<file path="src/rtl/axi_read_arbiter.sv">
`default_nettype none
// ============================================================================
//  Module  : axi_read_arbiter
//  Brief   : Round-robin arbiter sharing one AXI burst-read master between
//            the noise-estimation reader (0) and the Wiener-filter reader (1).
//            Latches the winner's command, issues it as one start_read pulse
//            and steers returning beats to the owner until rlast.
//  Rev     : 1.0  initial release
// ============================================================================
module axi_read_arbiter #(
  parameter int ADDR_WIDTH = 32,
  parameter int DATA_WIDTH = 32
) (
  input  logic                  clk,
  input  logic                  rst_n,
  // requester 0
  input  logic                  req0_i,
  input  logic [ADDR_WIDTH-1:0] req0_addr_i,
  input  logic [31:0]           req0_len_i,
  input  logic [2:0]            req0_size_i,
  input  logic [1:0]            req0_burst_i,
  output logic                  gnt0_o,
  output logic                  rvalid0_o,
  output logic                  rlast0_o,
  output logic [DATA_WIDTH-1:0] rdata0_o,
  output logic                  done0_o,
  // requester 1
  input  logic                  req1_i,
  input  logic [ADDR_WIDTH-1:0] req1_addr_i,
  input  logic [31:0]           req1_len_i,
  input  logic [2:0]            req1_size_i,
  input  logic [1:0]            req1_burst_i,
  output logic                  gnt1_o,
  output logic                  rvalid1_o,
  output logic                  rlast1_o,
  output logic [DATA_WIDTH-1:0] rdata1_o,
  output logic                  done1_o,
  // command side towards the AXI master
  output logic                  start_read_o,
  output logic [ADDR_WIDTH-1:0] read_addr_o,
  output logic [31:0]           read_len_o,
  output logic [2:0]            read_size_o,
  output logic [1:0]            read_burst_o,
  // read-data channel, observed only
  input  logic                  rvalid_i,
  input  logic                  rready_i,
  input  logic                  rlast_i,
  input  logic [DATA_WIDTH-1:0] rdata_i,
  // status
  output logic                  busy_o,
  output logic [15:0]           beat_cnt_o,
  output logic                  stray_beat_o
);

  typedef enum logic [1:0] {
    IDLE      = 2'd0,
    ISSUE     = 2'd1,
    WAIT_DATA = 2'd2
  } state_e;

  state_e                  state_q;
  logic                    owner_q;       // 1: requester 1 owns the bus
  logic                    last_grant_q;  // requester granted most recently
  logic [ADDR_WIDTH-1:0]   read_addr_q;
  logic [31:0]             read_len_q;
  logic [2:0]              read_size_q;
  logic [1:0]              read_burst_q;
  logic                    gnt0_q;
  logic                    gnt1_q;
  logic                    start_read_q;
  logic                    done0_q;
  logic                    done1_q;
  logic                    busy_q;
  logic                    stray_q;
  logic [15:0]             beat_cnt_q;
  logic [15:0]             beat_cnt_d;

  logic                    w_beat;
  logic                    w_any_req;
  logic                    w_pick;        // 1: requester 1 wins this IDLE cycle
  logic                    w_route;
  logic                    w_route0;
  logic                    w_route1;

  assign w_beat    = rvalid_i & rready_i;
  assign w_any_req = req0_i | req1_i;

  // Saturating beat counter next value
  assign beat_cnt_d = (beat_cnt_q == 16'hFFFF) ? beat_cnt_q : beat_cnt_q + 16'd1;

  // Round-robin pick: on a tie the requester not granted last wins
  always_comb begin
    w_pick = 1'b0;
    if (req0_i && req1_i) begin
      w_pick = ~last_grant_q;
    end else if (req1_i) begin
      w_pick = 1'b1;
    end
  end

  // Arbitration FSM with registered command, grant, done and status outputs
  always_ff @(posedge clk or negedge rst_n) begin
    if (!rst_n) begin
      state_q      <= IDLE;
      owner_q      <= 1'b0;
      last_grant_q <= 1'b1;
      read_addr_q  <= '0;
      read_len_q   <= '0;
      read_size_q  <= '0;
      read_burst_q <= '0;
      gnt0_q       <= 1'b0;
      gnt1_q       <= 1'b0;
      start_read_q <= 1'b0;
      done0_q      <= 1'b0;
      done1_q      <= 1'b0;
      busy_q       <= 1'b0;
      stray_q      <= 1'b0;
      beat_cnt_q   <= '0;
    end else begin
      gnt0_q       <= 1'b0;
      gnt1_q       <= 1'b0;
      start_read_q <= 1'b0;
      done0_q      <= 1'b0;
      done1_q      <= 1'b0;

      // A beat with no burst in flight is never routed; remember it
      if (w_beat && (state_q != WAIT_DATA)) begin
        stray_q <= 1'b1;
      end

      case (state_q)
        IDLE: begin
          if (w_any_req) begin
            owner_q      <= w_pick;
            read_addr_q  <= w_pick ? req1_addr_i  : req0_addr_i;
            read_len_q   <= w_pick ? req1_len_i   : req0_len_i;
            read_size_q  <= w_pick ? req1_size_i  : req0_size_i;
            read_burst_q <= w_pick ? req1_burst_i : req0_burst_i;
            start_read_q <= 1'b1;
            gnt0_q       <= ~w_pick;
            gnt1_q       <= w_pick;
            busy_q       <= 1'b1;
            state_q      <= ISSUE;
          end
        end
        ISSUE: begin
          beat_cnt_q <= '0;
          state_q    <= WAIT_DATA;
        end
        WAIT_DATA: begin
          if (w_beat) begin
            beat_cnt_q <= beat_cnt_d;
            if (rlast_i) begin
              last_grant_q <= owner_q;
              done0_q      <= ~owner_q;
              done1_q      <= owner_q;
              busy_q       <= 1'b0;
              state_q      <= IDLE;
            end
          end
        end
        default: begin
          busy_q  <= 1'b0;
          state_q <= IDLE;
        end
      endcase
    end
  end

  // Zero-latency steering of read beats to the current owner only
  assign w_route  = (state_q == WAIT_DATA) & w_beat;
  assign w_route0 = w_route & ~owner_q;
  assign w_route1 = w_route &  owner_q;

  assign rvalid0_o = w_route0;
  assign rlast0_o  = w_route0 & rlast_i;
  assign rdata0_o  = w_route0 ? rdata_i : '0;
  assign rvalid1_o = w_route1;
  assign rlast1_o  = w_route1 & rlast_i;
  assign rdata1_o  = w_route1 ? rdata_i : '0;

  assign gnt0_o       = gnt0_q;
  assign gnt1_o       = gnt1_q;
  assign done0_o      = done0_q;
  assign done1_o      = done1_q;
  assign start_read_o = start_read_q;
  assign read_addr_o  = read_addr_q;
  assign read_len_o   = read_len_q;
  assign read_size_o  = read_size_q;
  assign read_burst_o = read_burst_q;
  assign busy_o       = busy_q;
  assign beat_cnt_o   = beat_cnt_q;
  assign stray_beat_o = stray_q;

endmodule
`default_nettype wire

</file>
<file path="config.mk">
export PLATFORM = sky130hd
export DESIGN_NAME = axi_read_arbiter
export DESIGN_NICKNAME = d
export VERILOG_FILES = /design/src/rtl/axi_read_arbiter.sv
export SDC_FILE = /design/constraint.sdc
export NUM_CORES = 1
export LEC_CHECK = 0
export BUFFER_PORTS_ARGS = -buffer_cell sky130_fd_sc_hd__buf_4
export CORE_AREA = 2 2 130 132
export DETAILED_ROUTE_END_ITERATION = 6
export DIE_AREA = 0 0 132 134
export GPL_ROUTABILITY_DRIVEN = 1
export SYNTH_ARGS = -nofsm -noshare
export SYNTH_HDL_FRONTEND = slang
export SYNTH_SLANG_ARGS = --single-unit
</file>
<file path="constraint.sdc">
create_clock -name clk -period 2.1 [get_ports clk]
set_input_delay 0.105 -clock clk [delete_from_list [all_inputs] [get_ports clk]]
set_output_delay 0.105 -clock clk [all_outputs]
set_load 0.03 [all_outputs]
</file>
==> results of run 1 <==
## final cells by class
cell class              instances  share of cell area
clock buffers                  10              0.0268
clock inverters                 6             0.00512
inverters                       5             0.00219
multi-input cells             401               0.286
flip-flops and latches         96               0.281
well taps                     220              0.0322
repair buffers                396               0.366
## metal layers
| layer | GRT usage | share of wire |
|---|---|---|
| met1 | 0.240 | 0.40 |
| met5 | 0 | 0 |
| met2 | 0.354 | 0.51 |
| met4 | 0.0622 | 0.017 |
| met3 | 0.0457 | 0.068 |
## cells by family (layout without fill, tap and decap cells)
| kind of cell | count (synthesis) | in the layout |
|---|---|---|
| adder cells (fa/ha/maj) | 1 | 1 |
| AO/OA/AOI/OAI | 106 | 106 |
| flip-flops | 96 | 96 |
| buffers and inverters | 45 | 417 |
| AND/OR/NAND/NOR | 248 | 248 |
| multiplexers | 46 | 46 |
## critical path: cells and delay by family (launching register included)
kind / cells / cell delay (ps)
buffers and inverters: 3 / 560
DFF: 1 / 430
and+or+nand+nor: 3 / 530
## cells in the mapped netlist (2+ instances only)
cell type	n	area, µm²
inv_1	4	15.0
a41oi_1	3	26.3
o211ai_1	3	22.5
nand4_1	6	37.5
o21ai_0	45	225
and4_1	2	17.5
o21ai_1	3	15.0
nor2_1	6	22.5
nor3_1	8	40.0
and3_1	35	219
a2111oi_0	2	17.5
and2_1	38	238
dfrtp_1	95	2380
clkbuf_1	19	71.3
buf_2	19	95.1
nand2_1	119	447
nor4_2	2	25.0
buf_1	2	7.51
nand3_1	13	65.1
a22oi_1	28	210
nand4b_1	2	17.5
a21oi_1	5	25.0
mux2i_1	46	460
a21o_1	4	30.0
a31oi_1	3	18.8
nor4_1	5	31.3
## how the worst min path moves through the flow
stage	end	slack, ps	cells after the start	startpoint
floorplan	beat_cnt_o[0]	-190	0	rst_n
global placement	beat_cnt_o[9]	180	1	rst_n
detailed placement	beat_cnt_o[6]	180	1	rst_n
CTS	read_addr_o[16]	1	3	req0_addr_i[16]
global route	read_addr_o[16]	0.6	3	req0_addr_i[16]
finish	read_addr_o[14]	8	3	req0_addr_i[14]
## report_power, final
part | total (W) | switching (W) | internal, W
combinational | 0.00542 | 0.00341 | 0.00201
clock | 0.00154 | 0.000729 | 0.000808
sequential | 0.00305 | 0.000442 | 0.00261
total | 0.0100 | 0.00458 | 0.00543
## sequential cells by signal, summed over array words and instances (netlist names)
| signal | cells |
|---|---|
| beat_cnt_o | 16 |
| read_burst_o | 2 |
| done0_o | 1 |
| read_size_o | 3 |
| state_q | 2 |
| busy_o | 1 |
| read_len_o | 32 |
| read_addr_o | 32 |
| gnt1_o | 1 |
| owner_q | 1 |
| done1_o | 1 |
| start_read_o | 1 |
| stray_beat_o | 1 |
| gnt0_o | 1 |
| last_grant_q | 1 |
## stage by stage
step,area [µm²],instances,setup slack (ps)
5_1_grt,8560,1134,5.36
4_1_cts,8550,1134,2.13
3_5_place_dp,7860,1076,297
3_3_place_gp,7860,1076,383
6_report,8560,1134,123
2_1_floorplan,5020,542,227
## timing repair
item / CTS / global route
hold endpoints to repair: 65 / 0
resized for setup: 0 / 3
hold buffers: 42 / 0
endpoints found under the setup margin: 0 / 56
==> results.md, run 1 <==
- Max incr delay on CP: between 400 and 500 ps
- Global-route wire length before repair: 28.1 mm
- Final Cycle Share: 0.942
- Final core area utilization: 0.525
- Reg2reg setup slack: roughly 220 ps
- I/O Buffers: 336
- Clk_lat worst skew: between 300 and 400 ps
- Via count: 5466
- Drt first pass iters: 4
- Unrepaired setup endpoints after global routing: no
- Clock skew: ~6.7 ps
- Crit. End Element: output port
- Full die area: 17700 µm²
- Synthesized cell area: ~5000 µm²
- Setup bufs post-CTS: 0
- Worst vdd ir: 0.682 mV
- Total Power: 0.0100 W
- Ys async rst share: 1.00
- Worst setup startpoint: state_q[1]
- Slowest cell on the critical path: dfrtp_2
- CTS tree: built
- R2R depth: 6
- Max Slew Vio Count: 0
- Cells after Synth: 542
- Vias in the first global route: 5374
- Worst setup SP type: register
- Synth Area in XOR/XNOR: 0
- Reg-to-Reg End: beat_cnt_o[14]
- CP dominant cell by count: buf_4
- Max Cap Viol: 0
- DR iter-0 viols: 216
- Largest net degree at the start of global routing: 83
- Final min period: ~2000 ps
- Die height: between 100 and 150 µm
- Initial antenna violation count: 0
- Crit path max fanout: 35
- Max Fclk: 0.506 GHz
- Register area: 2400 µm²
- Crit-path cells: buf_4, nand4b_1, nor2_1, buf_6, and2_1, buf_4
- Post-synth EDFFs: 0
- Syn_area_per_cell: 9.27 µm²
- Wire length per cell: 16.2 µm
- Total core area: 16300 µm²
- Mux share of post-synthesis cell area: 0.0917
- End of the critical path: rdata0_o[16]
- Slew HR: 0.568
- Final setup fails: 0
- Root Driver: clkbuf_16
- Leakage power: 4.47 nW
- Routed WL: 18.3 mm
- Most common cell after layout, fill and taps aside: buf_4
- CP required: about 2000 ps
- Synthesis Warnings: 0
- Post-route ant nets: 0
- Worst R2R Start: beat_cnt_o[1]
- Max Root-Sink Buffers: 2
- Final setup TNS: 0 ps
- Worst hold path type: in -> reg
- Area growth, synth to finish: 70.3%
- Overflow after GRT: 0
- Most frequent cells in the layout: buf_4 (348), nand2_1 (119), dfrtp_1 (94)
- N_diodes: 0
- Complex-gate fraction of the synthesized area: 0.135
- Yosys cell types: just over 50
- Sequential area share after synthesis: 0.478
- Adder-Cell Fraction of Synth Area: 0.00249
- Largest family of logic cells by synthesized area: simple AND/OR/NAND/NOR gates
- Io pins: 337
- Multi-input logic area: 2450 µm²
- Simple-gate share of the synthesized area: 0.254
- DRC: 0
- Starting density of the core: 0.308
- DPL Wire Length: about 14 mm
- Final Hold Violating Endpoints: 0
- Worst-Margin Slew: 648 ps
- Gpl congestion: 0.823
- CTS HTree Levels: 3
- PwrDens: 1170 nW/µm²
- Arr. time, crit path: between 1500 and 2000 ps
- Clk slew on worst S/H paths: 70 ps
- Clock Sinks: 96
- Share of cells above drive strength 1: 0.417
- WHS: 7.57 ps
- Synth Net Count: 720
- Via density: 4.82
- FILL cells: 1524
- CTS Buf Count: 9
- Status: finished, final reports clean
- Row cnt: 47
- Die W: 132 µm
- Synth Flop Type: dfrtp_1
- Kind of critical path: reg -> out
- Total GRT Usage: 0.199
- Final nets: 1087
- Number of synthesized register bits: 96
Note: power is estimated with default switching activity, not from simulation.
==> inputs of run 2 (changes only) <==
CORE_AREA = 2 2 133 135   (was 2 2 130 132)
CTS_BUF_LIST = sky130_fd_sc_hd__clkbuf_2 sky130_fd_sc_hd__clkbuf_4 sky130_fd_sc_hd__clkbuf_8   (was unset)
DIE_AREA = 0 0 135 137   (was 0 0 132 134)
==> results.md, run 2 (synthesis gave the netlist of run 1 again) <==
- Worst setup SP type: register
- Routed WL: 19.5 mm
- Total core area: between 15000 and 20000 µm²
- Clk_lat worst skew: 380 ps
- Share of cells above drive strength 1: 0.404
- Initial antenna violation count: 0
- Via count: 5513
- Post-Place Cells: 1079
- Drt first pass iters: 4
- Reg-to-Reg End: beat_cnt_o[8]
- Max Fclk: around 0.52 GHz
- CP required: 2000 ps
- DPL Wire Length: 14.0 mm
- WHS Path Cells: 3
- Met2 Use GR: 0.354
- N_diodes: 0
- Total GRT Usage: 0.205
- Worst-Margin Slew: 552 ps
- Crit-path cells: and4b_1, buf_6, and3_1, buf_4
- Vias in the first global route: between 5k and 6k
- Worst setup startpoint: state_q[0]
- Max incr delay on CP: 450 ps
- Final min period: approximately 1900 ps
- Largest net degree at the start of global routing: 64
- Met3 Use GR: 0.0519
- Crit path max fanout: 37
- CTS Buf Count: 9
- Max Slew Vio Count: 0
- Clock Sinks: 96
- Full die area: about 18000 µm²
- Crit. End Element: output port
- Sw Share: 0.473
- Hold Path Origin: req0_len_i[16]
- Gpl congestion: 0.841
- P_int: 0.00517 W
- Wire length per cell: roughly 17 µm
- Starting density of the core: 0.295
- Worst R2R Start: beat_cnt_o[1]
- WHS: 15.4 ps
- PwrDens: 1110 nW/µm²
- Worst vdd ir: 0.671 mV
- Final nets: 1116
- Worst hold path type: in -> reg
- Total Power: ~0.0098 W
- Clk slew on worst S/H paths: 110 ps
- Final Cycle Share: 0.914
- Row cnt: between 40 and 50
- Layout Cells excl Fill: 1168
- Die W: 135 µm
- Die height: around 140 µm
- Sequential power share: 0.310
- Max Cap Viol: 0
- Via density: 4.72
- Clock skew: 12.6 ps
- Io pins: 337
- I/O Buffers: about 340
- Slowest cell on the critical path: dfrtp_1
- Most frequent cells in the layout: buf_4 (345), nand2_1 (119), dfrtp_1 (94)
- Kind of critical path: reg -> out
- Post-route ant nets: 0
- Slew HR: 0.629
- Status: finished, final reports clean
- Clock share of power: 0.126
- CTS HTree Levels: 3
- CTS tree: built
- DR iter-0 viols: 221
- Leakage power: 4.56 nW
- DRC: 0
- Unrepaired setup endpoints after global routing: no
- Hold EP: read_len_o[16]
- Final WS setup: 180 ps
- Place WS: between 300 and 400 ps
- Arr. time, crit path: ~1800 ps
- Busiest grt layer: met2
- Grt met1 use: 0.244
- Final Hold Violating Endpoints: 0
- Final setup fails: 0
- Global-route wire length before repair: 29.6 mm
- R2R depth: 6
- Area growth, synth to finish: 75.3%
- Final setup TNS: 0 ps
- Comb pwr share: 0.564
- Most common cell after layout, fill and taps aside: buf_4
- Root Driver: clkbuf_8
- NetSw: 0.00463 W
- Overflow after GRT: 0
- Reg2reg setup slack: roughly 310 ps
- Max Root-Sink Buffers: 2
==> run 2: worst max-delay path by stage <==
stage / slack (ps) / depth (start not counted) / end
global placement: 400 / 5 / beat_cnt_o[14]
finish: 180 / 4 / rlast1_o
detailed placement: 360 / 6 / beat_cnt_o[8]
floorplan: 230 / 5 / rdata0_o[22]
global route: 60 / 4 / rlast1_o
CTS: 20 / 5 / rdata0_o[6]
==> run 2: cell type report <==
type | count | area, µm²
Sequential cell | 96 | 2400
Inverter | 5 | 18.8
Clock buffer | 11 | 151
Fill cell | 1624 | 8250
Tap cell | 225 | 282
Multi-Input combinational cell | 401 | 2450
Timing Repair Buffer | 425 | 3450
Clock inverter | 5 | 45.0
==> run 2: critical path: cells and delay by family, from the launching register on <==
kind,cells,cell delay (ps)
and+or+nand+nor,2,550
DFF,1,450
buffers and inverters,2,440
==> run 2: layer usage <==
metal / vias up / wire length (µm)
li1: 2721 / -
met1: 2540 / 7670
met2: 212 / 9790
met3: 40 / 1420
met4: 0 / 586
met5: - / 0
==> run 2: stage by stage <==
stage           util  cell area (µm²)
2_1_floorplan      -             5020
3_3_place_gp   0.461             7870
3_5_place_dp   0.461             7870
4_1_cts        0.515             8790
5_1_grt        0.516             8810
6_report       0.516             8810
==> run 2: what timing repair did <==
item | CTS | global route
gates resized for setup | 0 | 3
setup endpoints to repair | 3 | 35
endpoints found under the hold margin | 66 | 0
setup buffers | 0 | 1
hold buffers | 73 | 0
==> run 2: power by group through the flow <==
stage | logic (W) | clock network [W] | registers [W]
after floorplan | 0.00177 | 0 | 0.00444
after global placement | 0.00541 | 0 | 0.00304
after detailed placement | 0.00544 | 0 | 0.00308
after CTS | 0.00555 | 0.00132 | 0.00304
after global routing | 0.00594 | 0.00138 | 0.00314
final | 0.00552 | 0.00124 | 0.00304
